### src/rtl/elbeth_mem_arbiter.sv
`default_nettype none
// ============================================================================
// Module      : elbeth_mem_arbiter
// Description : Round-robin sharing of one ELBETH RAM port between fetch (I)
//               and load/store (D), with registered outputs and a ready watchdog.
// Revision    : 1.0 - initial release
// ============================================================================
module elbeth_mem_arbiter #(
    parameter int AW      = 8,
    parameter int TIMEOUT = 7
) (
    input  logic          clk,
    input  logic          rst,
    input  logic          i_req,
    input  logic [AW-1:0] i_addr,
    output logic [31:0]   i_rdata,
    output logic          i_ready,
    output logic          i_err,
    input  logic          d_req,
    input  logic [AW-1:0] d_addr,
    input  logic [31:0]   d_wdata,
    input  logic [3:0]    d_wr,
    output logic [31:0]   d_rdata,
    output logic          d_ready,
    output logic          d_err,
    output logic          mem_enable,
    output logic [AW-1:0] mem_addr,
    output logic [31:0]   mem_data_in,
    output logic [3:0]    mem_wr,
    input  logic [31:0]   mem_data_out,
    input  logic          mem_ready,
    output logic          busy
);
    typedef enum logic [1:0] {
        S_IDLE  = 2'd0,
        S_ISSUE = 2'd1,
        S_WAIT  = 2'd2,
        S_RESP  = 2'd3
    } state_t;

    localparam logic [3:0] c_TIMEOUT_CNT = 4'(TIMEOUT);

    state_t        state_q, state_d;
    logic          owner_q, owner_d;        // 1 = D owns the port, 0 = I
    logic          rr_last_q, rr_last_d;
    logic [3:0]    cnt_q, cnt_d;
    logic          mem_enable_q, mem_enable_d;
    logic [AW-1:0] mem_addr_q, mem_addr_d;
    logic [31:0]   mem_data_in_q, mem_data_in_d;
    logic [3:0]    mem_wr_q, mem_wr_d;
    logic [31:0]   i_rdata_q, i_rdata_d;
    logic [31:0]   d_rdata_q, d_rdata_d;
    logic          i_ready_q, i_ready_d;
    logic          d_ready_q, d_ready_d;
    logic          i_err_q, i_err_d;
    logic          d_err_q, d_err_d;
    logic          busy_q, busy_d;
    logic          w_pick_d;
    logic [3:0]    w_cnt_inc;

    // On contention the side that was not served last wins.
    assign w_pick_d  = d_req & (~i_req | ~rr_last_q);
    assign w_cnt_inc = cnt_q + 4'd1;

    always_comb begin
        state_d       = state_q;
        owner_d       = owner_q;
        rr_last_d     = rr_last_q;
        cnt_d         = cnt_q;
        mem_enable_d  = 1'b0;
        mem_addr_d    = mem_addr_q;
        mem_data_in_d = mem_data_in_q;
        mem_wr_d      = 4'b0000;
        i_rdata_d     = i_rdata_q;
        d_rdata_d     = d_rdata_q;
        i_ready_d     = 1'b0;
        d_ready_d     = 1'b0;
        i_err_d       = 1'b0;
        d_err_d       = 1'b0;

        case (state_q)
            S_IDLE: begin
                if (i_req || d_req) begin
                    state_d       = S_ISSUE;
                    owner_d       = w_pick_d;
                    rr_last_d     = w_pick_d;
                    mem_enable_d  = 1'b1;
                    mem_addr_d    = w_pick_d ? d_addr  : i_addr;
                    mem_data_in_d = w_pick_d ? d_wdata : 32'h0;
                    mem_wr_d      = w_pick_d ? d_wr    : 4'b0000;
                end
            end
            S_ISSUE: begin
                state_d      = S_WAIT;
                cnt_d        = 4'd0;
                mem_enable_d = 1'b1;
            end
            S_WAIT: begin
                if (mem_ready) begin
                    state_d = S_RESP;
                    if (owner_q) begin
                        d_rdata_d = mem_data_out;
                        d_ready_d = 1'b1;
                    end else begin
                        i_rdata_d = mem_data_out;
                        i_ready_d = 1'b1;
                    end
                end else begin
                    cnt_d = w_cnt_inc;
                    if (w_cnt_inc == c_TIMEOUT_CNT) begin
                        state_d = S_RESP;
                        if (owner_q) begin
                            d_rdata_d = 32'h0;
                            d_ready_d = 1'b1;
                            d_err_d   = 1'b1;
                        end else begin
                            i_rdata_d = 32'h0;
                            i_ready_d = 1'b1;
                            i_err_d   = 1'b1;
                        end
                    end else begin
                        mem_enable_d = 1'b1;
                    end
                end
            end
            S_RESP: begin
                state_d = S_IDLE;
            end
            default: begin
                state_d = S_IDLE;
            end
        endcase

        busy_d = (state_d != S_IDLE);
    end

    always_ff @(posedge clk) begin
        if (rst) begin
            state_q       <= S_IDLE;
            owner_q       <= 1'b0;
            rr_last_q     <= 1'b0;
            cnt_q         <= 4'd0;
            mem_enable_q  <= 1'b0;
            mem_addr_q    <= '0;
            mem_data_in_q <= 32'h0;
            mem_wr_q      <= 4'b0000;
            i_rdata_q     <= 32'h0;
            d_rdata_q     <= 32'h0;
            i_ready_q     <= 1'b0;
            d_ready_q     <= 1'b0;
            i_err_q       <= 1'b0;
            d_err_q       <= 1'b0;
            busy_q        <= 1'b0;
        end else begin
            state_q       <= state_d;
            owner_q       <= owner_d;
            rr_last_q     <= rr_last_d;
            cnt_q         <= cnt_d;
            mem_enable_q  <= mem_enable_d;
            mem_addr_q    <= mem_addr_d;
            mem_data_in_q <= mem_data_in_d;
            mem_wr_q      <= mem_wr_d;
            i_rdata_q     <= i_rdata_d;
            d_rdata_q     <= d_rdata_d;
            i_ready_q     <= i_ready_d;
            d_ready_q     <= d_ready_d;
            i_err_q       <= i_err_d;
            d_err_q       <= d_err_d;
            busy_q        <= busy_d;
        end
    end

    assign i_rdata     = i_rdata_q;
    assign i_ready     = i_ready_q;
    assign i_err       = i_err_q;
    assign d_rdata     = d_rdata_q;
    assign d_ready     = d_ready_q;
    assign d_err       = d_err_q;
    assign mem_enable  = mem_enable_q;
    assign mem_addr    = mem_addr_q;
    assign mem_data_in = mem_data_in_q;
    assign mem_wr      = mem_wr_q;
    assign busy        = busy_q;

endmodule
`default_nettype wire
### config.mk
export PLATFORM = sky130hd
export DESIGN_NAME = elbeth_mem_arbiter
export DESIGN_NICKNAME = d
export VERILOG_FILES = /design/src/rtl/elbeth_mem_arbiter.sv
export SDC_FILE = /design/constraint.sdc
export NUM_CORES = 1
export LEC_CHECK = 0
export BUFFER_PORTS_ARGS = -buffer_cell sky130_fd_sc_hd__clkbuf_2
export CELL_PAD_IN_SITES_DETAIL_PLACEMENT = 1
export CELL_PAD_IN_SITES_GLOBAL_PLACEMENT = 1
export CORE_UTILIZATION = 38
export CTS_BUF_LIST = sky130_fd_sc_hd__clkbuf_4 sky130_fd_sc_hd__clkbuf_8
export DETAILED_ROUTE_END_ITERATION = 12
export GPL_ROUTABILITY_DRIVEN = 0
export MAX_ROUTING_LAYER = met4
export PLACE_DENSITY = 0.88
export SETUP_SLACK_MARGIN = 0.2
export SYNTH_ARGS = -nofsm -noshare
export SYNTH_HDL_FRONTEND = slang
export SYNTH_SLANG_ARGS = --single-unit
### constraint.sdc
create_clock -name clk -period 4.67 [get_ports clk]
set_clock_uncertainty 0.1 [all_clocks]
set_input_delay 0.934 -clock clk [delete_from_list [all_inputs] [get_ports clk]]
set_output_delay 0.934 -clock clk [all_outputs]
set_load 0.03 [all_outputs]
# Yosys cells after proc, flatten, opt, wreduce, memory -nomap -nowiden
# Index checks and enable logic that the tools add are counted.
# totals
regBits	121
latch_bits	0
ramBits	0
romBits	0
input_bits	89
output_inout_bits	114
elab_cells	66
n_memories	0
# op_classes
add_sub_neg	1
mul	0
n_div	0
magnitude_cmp	0
eq_ne	5
shift	0
mux	26
n_bitwise	8
n_reduce_logical	12
# op_table
op	count
2-to-1 mux 32 bit	9
2-to-1 mux 1 bit	9
2-to-1 mux 8 bit	1
one-hot mux 2 bit (4 select lines)	1
one-hot mux 4 bit (2 select lines)	1
2-to-1 mux 2 bit	3
NOT 1 bit	6
AND reduction 3 bit	2
nonzero test 2 bit	3
adder 4 x 1 -> 4 bit, second input constant	1
== test 2 bit, second input constant	2
== test 4 x 3 -> 1 bit, second input constant	1
2-to-1 mux 4 bit	1
AND reduction 2 bit	2
OR reduction 4 bit	1
one-hot mux 1 bit (3 select lines)	1
OR reduction 3 bit	1
== test 2 x 1 -> 1 bit, second input constant	1
zero test 2 bit	1
!= test 2 bit, second input constant	1
OR reduction 2 bit	1
bitwise AND 1 bit	1
logical OR 1 bit	1
OR 1 bit	1

# Logic depth before layout (Yosys ltp)
# depth
word_depth	6
depth_mapped	8
depth_no_buf	6

# Least setup slack after synthesis
# No wires, ideal clock.
# synth_timing
path_type	input-to-reg
from	input d_req
to	register mem_data_in_q[27], in the netlist mem_data_in[27]
setup_time_ns	0.060
arrival_time_ns	2.047
required_ns	4.510
path_slack_ns	2.464
stages	6
n_path_buf	3
cell_sequence	a21boi_0 -> buf_2 -> and3b_1 -> buf_2 -> clkbuf_1 -> a22o_1
# synth_via
elab_chain_cells	2
elab_cells_between_ends	4
cone_classes	mux (1); bitwise (1); reduce/logical (2)
# synth_lines
element	line	source
start: declaration	19	input logic d_req,
bitwise AND 1 bit / logical OR 1 bit (equally long branches)	62, 83	
2-to-1 mux 32 bit / AND reduction 2 bit (equally long branches)	n/a	
end signal: assignment	161	mem_data_in_q <= mem_data_in_d;
end: declaration	49	logic [31:0] mem_data_in_q, mem_data_in_d;
# Several ways; a longest one is shown, not always the timed one.
# A chain may end at the register's enable or synchronous reset.

# Worst setup path after layout
# layout_timing
from	register state_q[0]
to	register mem_data_in_q[9], in the netlist mem_data_in[9]
# layout_via
elab_chain_cells	2
# layout_lines
element	line	source
start: declaration	43	state_t state_q, state_d;
start signal: assignment	155	state_q <= state_d;
zero test 2 bit	81	case (state_q)
AND reduction 2 bit (no source line)	n/a	
# Every way passes these cells.

==> impl_metrics.json <==
{
  "worstMarginPinSlew_ps": 1298,
  "powerDensity_nw_per_um2": 560.9,
  "clkSinkCount": 121,
  "worstSetupStartpointType": "flop",
  "hpwl_mm": 8.692,
  "grt_max_degree": 48,
  "drc": 0,
  "max_stage_delay_ps": 1070,
  "drv_cap": 0,
  "min_path_type": "flop to flop",
  "synth_ff_type": "dfxtp_1",
  "arrival_ps": 3000,
  "setup.worst_path.class": "flop to flop",
  "drive_above_1_share": 0.4217,
  "viasPerCell": 5.194,
  "grt.total_usage": 0.2302,
  "clk_latency_ps": 440,
  "htreeDepth": 4,
  "maxSlewViolCount": 0,
  "port-buffer-count": 202,
  "async_flop_share": 0,
  "antenna_found_initial": 0,
  "fin_crit_sh": 0.5833,
  "post_drt_wl_per_cell_um": 17.40,
  "yosysTopAreaCell": "dfxtp_1",
  "grt_first_pass_wirelength_mm": 19.80,
  "cts_buffers": 17,
  "routed_wl_mm": 12.55,
  "start_util": 0.3908,
  "cp_max_fo": 33,
  "area_growth_pct": 37.33,
  "use_met1": 0.2573,
  "syn_inst": 372,
  "met3_usage": 0.06840,
  "antenna_cells": 0,
  "synth_edf_count": 0,
  "postCtsSetupBuffers": 0,
  "first_iter_violations": 120,
  "rows": 38,
  "synth_area_um2": 4237,
  "die_y_um": 107.6,
  "io_pins": 203,
  "ys_seq_elements": 121,
  "leakagePower_nw": 2.784,
  "yosysSeqAreaShare": 0.5718,
  "cts-root-buf": "clkbuf_8",
  "ff_latch_area_um2": 2422,
  "slowest_stage": "nor2_2",
  "cts.clk_slew.worst_paths_ps": 70,
  "synthTopCellsByCount": "dfxtp_1, a22o_1, nor2b_1",
  "outcome": "finished clean",
  "multi_input_comb_area_um2": 1682,
  "globalRouteOverflowTotal": 0,
  "setup_violations": 0,
  "critPathBufInv": 1,
  "grt_util_met2": 0.3823,
  "synth_top_area_frac": 0.5718,
  "finalInstanceArea_um2": 5818,
  "fin_crit_ps": 2724,
  "critPathTopFamily": "simple AND/OR/NAND/NOR gates",
  "yosysUniqueCellTypes": 37,
  "dp_cells": 689,
  "postCtsHoldBufs": 0,
  "ant_nets": 0,
  "syn_nets": 467,
  "avgSynthCellArea_um2": 11.39,
  "finalSetupTns_ps": 0,
  "fmax_mhz": 367.1,
  "worst-endpoint-required_ps": 4950,
  "yosys.cell_count.top_type": "dfxtp_1",
  "finalNetCount": 663,
  "fillers": 1236,
  "instances_no_fill": 721,
  "yosys-top-cells-area": "dfxtp_1, a22o_1, nor2b_1, mux2i_1, ha_1",
  "cts_tree": "done",
  "crit_path_end_kind": "flop",
  "vdd_drop_max_mv": 0.3000,
  "grt_pass1_vias": 3918,
  "grt_setup_unrepaired": "no",
  "hold_depth": 1,
  "dpl_cell_area_um2": 5358,
  "crit_chain": "inv_1, ha_1, o21a_1, nor2_2, a22o_1",
  "drt-pass1-iter-count": 4,
  "die_x_um": 107.6,
  "cp.depth": 5,
  "routed-via-count": 3745,
  "die_area_um2": 11580,
  "clockBufferDepth": 2,
  "ys.warnings.count": 0,
  "cts_resized": 0,
  "core_um2": 10840,
  "ff2ff_path_depth": 5,
  "relSlewSlack": 0.1336,
  "busiest_layer": "met2",
  "hold_violations": 0
}
[worst paths after layout]
kind / slack [ps] / end / startpoint
min: 380 / d_rdata[14] / d_rdata[14]
min reg2reg: 380 / d_rdata[14] / d_rdata[14]
max reg2reg: 1950 / mem_data_in[9] / state_q[0]
max: 1950 / mem_data_in[9] / state_q[0]
[per-stage QoR]
| stage | util | hold slack, ps | setup WS (ps) | power [mW] |
|---|---|---|---|---|
| 6_report | 0.5367 | 382.0 | 1946 | 3.263 |
| 5_1_grt | 0.5367 | 399.2 | 1720 | 3.416 |
| 4_1_cts | 0.5367 | 381.1 | 1980 | 3.295 |
| 3_5_place_dp | 0.4942 | 358.9 | 1707 | 2.203 |
| 3_3_place_gp | 0.4942 | 357.0 | 1806 | 2.166 |
| 2_1_floorplan | - | 374.7 | 2464 | 1.917 |
[flip-flops by register name (all words and copies together), names as in the netlist]
register and flops:
d_err 1, i_ready 1, rr_last_q 1, mem_addr 8
mem_wr 4, i_err 1, mem_enable 1, d_rdata 32
d_ready 1, busy 1, mem_data_in 32, i_rdata 32
cnt_q 4, state_q 2
[layer usage]
| layer | up-vias | share of wire | routed length [µm] |
|---|---|---|---|
| met1 | 1797 | 0.43 | 5342 |
| met2 | 162 | 0.49 | 6165 |
| met3 | 14 | 0.068 | 849 |
| met5 | - | 0 | 0 |
| met4 | 0 | 0.015 | 187 |
| li1 | 1772 | - | - |
[worst reg2reg max path: stages (launching register included)]
cell,delay [ps]
dfxtp_1,410
inv_1,110
ha_1,310
o21a_1,360
nor2_2,1070
a22o_1,300
[report_power, final]
| part | leakage (nW) | internal, mW | switching (mW) |
|---|---|---|---|
| combinational | 1.57 | 0.288 | 0.614 |
| sequential | 0.983 | 1.18 | 0.0970 |
| clock | 0.230 | 0.659 | 0.421 |
[layout by cell type, fill, tap and decap left out, types with 2 or more instances in the layout]
master | synthesis | layout
clkbuf_2 | 0 | 202
dfxtp_1 | 121 | 121
a22o_1 | 96 | 96
nor2b_1 | 34 | 34
clkbuf_8 | 0 | 18
nor2_1 | 17 | 16
a21oi_1 | 8 | 8
mux2i_1 | 8 | 8
a211oi_1 | 8 | 8
inv_1 | 6 | 6
and2_1 | 6 | 6
ha_1 | 6 | 6
buf_4 | 0 | 6
bufinv_16 | 0 | 5
nand2_1 | 3 | 3
nor3_1 | 3 | 3
clkinv_2 | 0 | 3
and3b_1 | 2 | 2
a21boi_1 | 1 | 2
a311oi_4 | 0 | 2
o21ai_0 | 2 | 2
nor3b_1 | 2 | 2
clkinv_4 | 0 | 2
clkbuf_4 | 0 | 2
clkinvlp_4 | 0 | 2
[area by class of cell]
cell class	count	area share
sequential	121	0.4163
clock inverter	12	0.03398
inverter	6	0.003871
multi-input combinational	214	0.2890
clock buffer	20	0.04516
timing repair buffer	208	0.1815
tap	140	0.03011
[kinds of logic after synthesis]
kind of cell,count (synthesis),synth area share
adder cells (fa/ha/maj),6,0.01772
AND/OR/NAND/NOR,74,0.09923
flip-flops,121,0.5718
multiplexers,8,0.01890
buffers and inverters,37,0.03721
AO/OA/AOI/OAI,126,0.2552
Power figures use the tool's default switching activity.
